`src/rtl/parking_lot_ctrl.sv`:
```
// parking_lot_ctrl: gate-sensor FSM with a saturating occupancy count. Results land 1 edge after the final ab==00 (3 with PARK_SYNC_EN).
// There is no backpressure: ab is consumed every cycle, and malformed sequences park in WAIT until ab==00.
module parking_lot_ctrl #(
  parameter int CAPACITY = 25,
  parameter int CNT_W    = 5
) (
  input  logic             clk,
  input  logic             reset_n,
  input  logic             a,
  input  logic             b,
  output logic [CNT_W-1:0] count,
  output logic             full,
  output logic             clear,
  output logic             enter_pulse,
  output logic             exit_pulse,
  output logic             reject
);

  localparam logic [CNT_W-1:0] CAP = CNT_W'(CAPACITY);

  typedef enum logic [2:0] {IDLE, EN1, EN2, EN3, EX1, EX2, EX3, WAIT} state_t;

  state_t           state;
  logic [1:0]       ab;
  logic             rst_meta, rst_q;
  logic             ent_done, ext_done, can_inc, can_dec;
  logic [CNT_W-1:0] cnt_inc, cnt_dec;

  // Reset asserts asynchronously but releases on a clock edge.
  always_ff @(posedge clk or negedge reset_n) begin
    if (!reset_n) begin
      rst_meta <= 1'b0;
      rst_q    <= 1'b0;
    end else begin
      rst_meta <= 1'b1;
      rst_q    <= rst_meta;
    end
  end

`ifdef PARK_SYNC_EN
  logic [1:0] ab_meta, ab_sync;
  always_ff @(posedge clk or negedge rst_q) begin
    if (!rst_q) begin
      ab_meta <= 2'b00;
      ab_sync <= 2'b00;
    end else begin
      ab_meta <= {a, b};
      ab_sync <= ab_meta;
    end
  end
  assign ab = ab_sync;
`else
  assign ab = {a, b};
`endif

  always_comb begin
    ent_done = (state == EN3) && (ab == 2'b00);
    ext_done = (state == EX3) && (ab == 2'b00);
    can_inc  = (count != CAP);
    can_dec  = (count != '0);
    cnt_inc  = count + CNT_W'(1);
    cnt_dec  = count - CNT_W'(1);
  end

  always_ff @(posedge clk or negedge rst_q) begin
    if (!rst_q) begin
      state       <= IDLE;
      count       <= '0;
      full        <= 1'b0;
      clear       <= 1'b1;
      enter_pulse <= 1'b0;
      exit_pulse  <= 1'b0;
      reject      <= 1'b0;
    end else begin
      enter_pulse <= ent_done && can_inc;
      exit_pulse  <= ext_done && can_dec;
      reject      <= (ent_done && !can_inc) || (ext_done && !can_dec);
      // full/clear are computed from the next count so they never lag it.
      if (ent_done && can_inc) begin
        count <= cnt_inc;
        full  <= (cnt_inc == CAP);
        clear <= 1'b0;
      end else if (ext_done && can_dec) begin
        count <= cnt_dec;
        full  <= 1'b0;
        clear <= (cnt_dec == '0);
      end

      case (state)
        IDLE: case (ab)
          2'b10:   state <= EN1;
          2'b01:   state <= EX1;
          2'b11:   state <= WAIT;
          default: state <= IDLE;
        endcase
        EN1: case (ab)
          2'b11:   state <= EN2;
          2'b00:   state <= IDLE;
          2'b01:   state <= WAIT;
          default: state <= EN1;
        endcase
        EN2: case (ab)
          2'b01:   state <= EN3;
          2'b10:   state <= EN1;
          2'b00:   state <= WAIT;
          default: state <= EN2;
        endcase
        EN3: case (ab)
          2'b00:   state <= IDLE;
          2'b11:   state <= EN2;
          2'b10:   state <= WAIT;
          default: state <= EN3;
        endcase
        EX1: case (ab)
          2'b11:   state <= EX2;
          2'b00:   state <= IDLE;
          2'b10:   state <= WAIT;
          default: state <= EX1;
        endcase
        EX2: case (ab)
          2'b10:   state <= EX3;
          2'b01:   state <= EX1;
          2'b00:   state <= WAIT;
          default: state <= EX2;
        endcase
        EX3: case (ab)
          2'b00:   state <= IDLE;
          2'b11:   state <= EX2;
          2'b01:   state <= WAIT;
          default: state <= EX3;
        endcase
        default: state <= (ab == 2'b00) ? IDLE : WAIT;
      endcase
    end
  end

endmodule

```
`config.mk`:
```
export PLATFORM = sky130hd
export DESIGN_NAME = parking_lot_ctrl
export DESIGN_NICKNAME = d
export VERILOG_FILES = /design/src/rtl/parking_lot_ctrl.sv
export SDC_FILE = /design/constraint.sdc
export NUM_CORES = 1
export LEC_CHECK = 0
export CAP_MARGIN = 20
export CORE_MARGIN = 3
export CORE_UTILIZATION = 45
export DETAILED_ROUTE_END_ITERATION = 7
export PLACE_DENSITY = 0.75
export SYNTH_ARGS = -nofsm -noshare
export SYNTH_HDL_FRONTEND = slang
export SYNTH_SLANG_ARGS = --single-unit
export TNS_END_PERCENT = 50
```
`constraint.sdc`:
```
create_clock -name clk -period 1.9 [get_ports clk]
set_input_delay 0.57 -clock clk [delete_from_list [all_inputs] [get_ports clk]]
set_output_delay 0.57 -clock clk [all_outputs]
set_load 0.02 [all_outputs]
```
==> summary.md, run 1 <==
| Metric | Value |
|---|---|
| Status | `finished, final reports clean` |
| Area Growth Syn to Fin | `32.3%` |
| Post-Place Setup Slack | `-0.476 ns` |
| Routed WL | `2840 um` |
| Internal power | `1.08 mW` |
| Clk_lat worst skew | `0.29 ns` |
| Drt first-iter violations | `29` |
| Die height | `57.2 um` |
| Slowest Stage Delay on Critical Path | `0.48 ns` |
| Clock-pin slew on the worst setup and hold paths | `0.10 ns` |
| Avg WL per Cell | `15.5 um` |
| Synth Instances | `120` |
| Synth area leaders | `dfrtp_1 (30%), ha_1 (12%), mux4_2 (3.8%)` |
| Buf/Inv on CP | `1` |
| Lkg Pwr | `0.709 nW` |
| Clock power share | `9.8%` |
| Synth Net Count | `135` |
| Top Ports | `14` |
| Flop pwr share | `28.4%` |
| Vias per Instance | `5.95` |
| DRT antenna net count | `0` |
| Endpoints failing setup | `0` |
| Number of global-route vias before repair | `1147` |
| Final Hold Viols | `0` |
| Final core utilization | `66.8%` |
| VDD IR max | `798 uV` |
| CP cell instances | `inv_4 > ha_4 > or4b_4 > and2_4 > o21ai_4 > mux2_4` |
| Initial antenna violation count | `0` |
| Fraction of registers with async set/reset | `100%` |
| Pre-Repair DR Iteration Count | `4` |
| WP data arrival | `2.09 ns` |
| YS warnings | `0` |
| Worst Setup SP | `count[0]` |
| RSZ-0062 raised after global routing | `yes` |
| Post-synth top area share | `29.7%` |
| Placed insts | `179` |
| Synth area leader | `dfrtp_1` |
| Postcts setup bufs | `0` |
| Top FF cell, synth | `dfrtp_1` |
| Sw Share | `44.2%` |
| Most instantiated cells after synthesis | `dfrtp_1 (14), ha_1 (11), nor2_1 (9), inv_1 (6), o21ai_0 (6)` |
| Seq/Total Area, Yosys | `31.9%` |
| Clock Sinks | `15` |
| Sw power | `0.855 mW` |
| Slew Limit Headroom | `62.2%` |
| DRC viols | `0` |
| Post-synthesis cell area | `1180 um2` |
| Synthesized flop and latch total | `15` |
| Worst slew pin tran | `0.567 ns` |
| Die W | `57.2 um` |
| DIE AREA | `3280 um2` |
| Initial Util | `50.5%` |
| Share of cells above drive strength 1 | `33.5%` |
| Worst setup margin | `0.0384 ns` |
| Syn_area_per_cell | `9.84 um2` |
| H-Tree Depth | `1` |
| Crit path max-delay family | `simple AND/OR/NAND/NOR gates` |
| Worst setup SP type | `register` |
| Vias | `1088` |
| Antenna diode count | `0` |
| Hold_buf cts | `0` |
| Fin. max-slew vios | `0` |
| Final period utilization | `98.0%` |
| Total Nets Final | `171` |
| HP Class | `register to asynchronous set/reset pin` |
| Layout Cells excl Fill | `183` |
| Root Buffer | `clkbuf_4` |
| Largest net degree at the start of global routing | `14` |
| Clock Skew | `0.00564 ns` |
| GRT Resource Usage Total | `20.1%` |
| Core Rows | `17` |
| Maximum clock rate | `0.537 GHz` |
| Slowest library cell on the worst path | `or4b_4` |
| Core Area | `2340 um2` |
| Crit Reg-Reg Startpoint | `count[0]` |
| First-pass GRT wire length | `5220 um` |
| Crit path time final | `1.86 ns` |
| Combinational share of power | `61.8%` |
| Synth cell types | `47` |
| CTS tree | `built` |
| Num CTS Buffers | `3` |
| Global placer's final weighted congestion | `0.799` |
| CP max FO | `5` |
| GR Overflow Total | `0` |
| Pwr dens | `1240 nW/um2` |
| Number of flops mapped to enable cells by yosys | `0` |
| Crit Path Class | `register to register` |
| Count leader, synth | `dfrtp_1` |
| Worst setup EP type | `register` |
| CTS max path bufs | `2` |
| Port Buffers | `13` |
| Hold slack | `0.234 ns` |
| WP data required | `2.13 ns` |
| Max Cap Viol | `0` |
| Hpwl dp | `2270 um` |
area by class of cell:
class	count	area [um2]
flip-flops and latches	15	379
multi-input cells	92	788
clock inverters	1	5.00
inverters	6	25.0
fillers	202	777
well taps	28	35.0
clock buffers	3	22.5
repair buffers	38	308
sequential cells by signal (all words and copies together) (netlist names):
register     flops
full             1
clear            1
rst_q            1
exit_pulse       1
state            3
count            5
rst_meta         1
reject           1
enter_pulse      1
worst paths after layout:
path,endpoint,slack [ns],depth (start not counted)
hold / removal,full,0.23,0
min in group clk,rst_q,0.37,0
setup reg to reg,clear,0.04,6
max in group asynchronous,count[2],1.27,0
setup / recovery,clear,0.04,6
hold reg to reg,full,0.23,0
metal layers:
metal	GRT usage [%]	vias up	wire, um
met1	22.6	535	1140
met5	0	-	0
li1	-	506	-
met3	4.07	11	103
met2	35.7	36	1510
met4	9.93	0	79
cell families (layout without fill, tap and decap cells):
| group | after synthesis | count (layout) | synth area share, % |
|---|---|---|---|
| other | 1 | 1 | 0.317 |
| AOI/OAI and AO/OA | 27 | 27 | 16.7 |
| muxes | 5 | 5 | 6.57 |
| DFF | 15 | 15 | 31.9 |
| adders and majority gates | 11 | 11 | 11.7 |
| and+or+nand+nor | 42 | 42 | 23.6 |
| xor gates and xnor gates | 6 | 6 | 4.45 |
| buffers and inverters | 13 | 48 | 4.77 |
power by group through the flow:
stage          Clock [mW]  Sequential [mW]  Combinational [mW]
2_1_floorplan           0            0.591               0.768
6_report            0.189            0.549                1.20
4_1_cts             0.194            0.547                1.18
5_1_grt             0.213            0.571                1.31
3_3_place_gp            0            0.544                1.16
3_5_place_dp            0            0.552                1.21
layout by cell type, fill, tap and decap left out, drive strengths merged, types with 3 or more instances in the layout:
| cell type | n |
|---|---|
| nand2 | 4 |
| dlygate4sd2 | 8 |
| clkdlybuf4s50 | 5 |
| inv | 6 |
| xor2 | 3 |
| a211oi | 3 |
| o21ai | 7 |
| ha | 11 |
| nand3b | 3 |
| buf | 25 |
| a21oi | 4 |
| o2bb2ai | 3 |
| nor2 | 9 |
| and3b | 3 |
| clkbuf | 3 |
| nor3b | 3 |
| dfrtp | 14 |
| nand3 | 4 |
| xnor2 | 3 |
worst register-to-register path, stage by stage (launching register included):
cell and delay (ns):
dfrtp_2 0.47, inv_4 0.08, ha_4 0.12, or4b_4 0.48, and2_4 0.17, o21ai_4 0.16, mux2_4 0.31
per-stage QoR:
stage | setup TNS (ns) | instance area, um2 | total power [mW]
floorplan | -0.175 | 1220 | 1.36
global placement | -3.29 | 1530 | 1.71
detailed placement | -3.77 | 1530 | 1.77
CTS | 0 | 1550 | 1.92
global route | -0.0110 | 1560 | 2.10
finish | 0 | 1560 | 1.93
repair_timing:
| action | 4_1_cts | 5_1_grt |
|---|---|---|
| pin swaps | 1 | 1 |
| resized for setup | 9 | 4 |
| endpoints found under the setup margin | 13 | 5 |
| hold endpoints to repair | 0 | 0 |
No activity file was read; power rests on OpenSTA's default activity.
==> run 2: changes to the inputs <==
- TNS_END_PERCENT: 50 -> 5
==> summary.md, run 2 (synthesis gave the netlist of run 1 again) <==
| Metric | Value |
|---|---|
| RSZ-0062 raised after global routing | `yes` |
| Slowest Stage Delay on Critical Path | `0.49 ns` |
| Post-route cell area | `1580 um2` |
| Initial Util | `50.5%` |
| Max Cap Viol | `0` |
| VDD IR max | `837 uV` |
| WP data arrival | `2.10 ns` |
| Dpl cell area | `1530 um2` |
| Total Nets Final | `172` |
| DRC viols | `0` |
| DRT antenna net count | `0` |
| Final TNS setup | `0 ns` |
| Vias | `1095` |
| Hold_buf cts | `0` |
| Top Ports | `14` |
| Core Rows | `17` |
| Core Area | `2340 um2` |
| Clock Sinks | `15` |
| Number of global-route vias before repair | `1074` |
| Crit path time final | `1.88 ns` |
| Share of cells above drive strength 1 | `32.7%` |
| Slew Limit Headroom | `62.8%` |
| Hold slack | `0.214 ns` |
| CTS tree | `built` |
| Final core utilization | `67.5%` |
| Total power | `1.98 mW` |
| Worst setup SP type | `register` |
| Layout Cells excl Fill | `184` |
| HP Class | `register to asynchronous set/reset pin` |
| Antenna diode count | `0` |
| Worst setup EP type | `register` |
| Initial antenna violation count | `0` |
| Largest net degree at the start of global routing | `16` |
| CP max FO | `4` |
| DIE AREA | `3280 um2` |
| Crit Path Class | `register to register` |
| Commonest non-fill, non-tap cell in the layout | `buf_4` |
| CTS max path bufs | `2` |
| Clock-pin slew on the worst setup and hold paths | `0.11 ns` |
| Final period utilization | `99.1%` |
| Worst slew pin tran | `0.559 ns` |
| First-pass GRT wire length | `4610 um` |
| Final Hold Viols | `0` |
| Fin. max-slew vios | `0` |
| Drt first-iter violations | `39` |
| Root Buffer | `clkbuf_4` |
| Register-to-Register Path Depth | `6` |
| Hpwl dp | `2040 um` |
| CP cell instances | `inv_4 > ha_4 > or4b_4 > and2_4 > o21ai_4 > mux2_4` |
| Area Growth Syn to Fin | `33.7%` |
| Pwr dens | `1250 nW/um2` |
| Clock Skew | `0.0164 ns` |
| Maximum clock rate | `0.531 GHz` |
| Placed insts | `180` |
| GRT Resource Usage Total | `17.8%` |
| Biggest regs | `count x5, state x3` |
| Top reg by flops | `count` |
| Global placer's final weighted congestion | `0.886` |
| Avg WL per Cell | `14.9 um` |
| Vias per Instance | `5.95` |
| Num CTS Buffers | `3` |
| Status | `finished, final reports clean` |
| WP data required | `2.12 ns` |
| Max FFs per register | `5` |
| Routed WL | `2740 um` |
| Commonest cells after routing, fill and taps aside | `buf_4 (26), dfrtp_1 (13), nor2_1 (9), ha_1 (9), o21ai_0 (6)` |
| Die height | `57.2 um` |
| Endpoints failing setup | `0` |
| Post-Place Setup Slack | `-0.561 ns` |
| H-Tree Depth | `1` |
| Die W | `57.2 um` |
| Port Buffers | `13` |
| Pre-Repair DR Iteration Count | `4` |
| Worst setup margin | `0.0177 ns` |
| Clk_lat worst skew | `0.30 ns` |
| Slowest library cell on the worst path | `or4b_4` |
| GR Overflow Total | `0` |
| Lkg Pwr | `0.739 nW` |
## run 2: power breakdown
group	internal [mW]	total, mW	switching (mW)
sequential	0.415	0.534	0.119
clock	0.0784	0.198	0.120
combinational	0.616	1.24	0.629
total	1.11	1.98	0.867
## run 2: worst max-delay path, delay by kind of cell, from the launching register on
| kind | cells | cell delay (ns) |
|---|---|---|
| compound gates | 1 | 0.16 |
| mux | 1 | 0.32 |
| fa+ha+maj | 1 | 0.13 |
| flops | 1 | 0.45 |
| simple gates | 2 | 0.66 |
| buf+inv | 1 | 0.07 |
## run 2: timing repair
| item | 4_1_cts | 5_1_grt |
|---|---|---|
| pin swaps | 1 | 1 |
| endpoints found under the setup margin | 10 | 6 |
| gates cloned | 0 | 0 |
| gates resized for setup | 7 | 7 |
| setup buffers | 0 | 0 |
## run 2: layer usage
layer / wire [um] / global-route usage, %
met1: 1100 / 21.3
met2: 1420 / 30.0
met3: 135 / 2.94
met4: 73 / 10.3
met5: 0 / 0
## run 2: area by class of cell
type | count | area (um2)
Multi-Input combinational cell | 92 | 788
Fill cell | 191 | 761
Sequential cell | 15 | 378
Timing Repair Buffer | 39 | 325
Tap cell | 28 | 35.0
Inverter | 6 | 25.0
Clock buffer | 3 | 22.5
Clock inverter | 1 | 5.00
## run 2: final timing paths
check / slack, ns / to / startpoint
setup / recovery: 0.02 / clear / count[0]
hold / removal: 0.21 / full / rst_q
setup reg to reg: 0.02 / clear / count[0]
hold reg to reg: 0.21 / full / rst_q
max in group asynchronous: 1.29 / count[0] / rst_q
min in group clk: 0.36 / rst_q / rst_meta
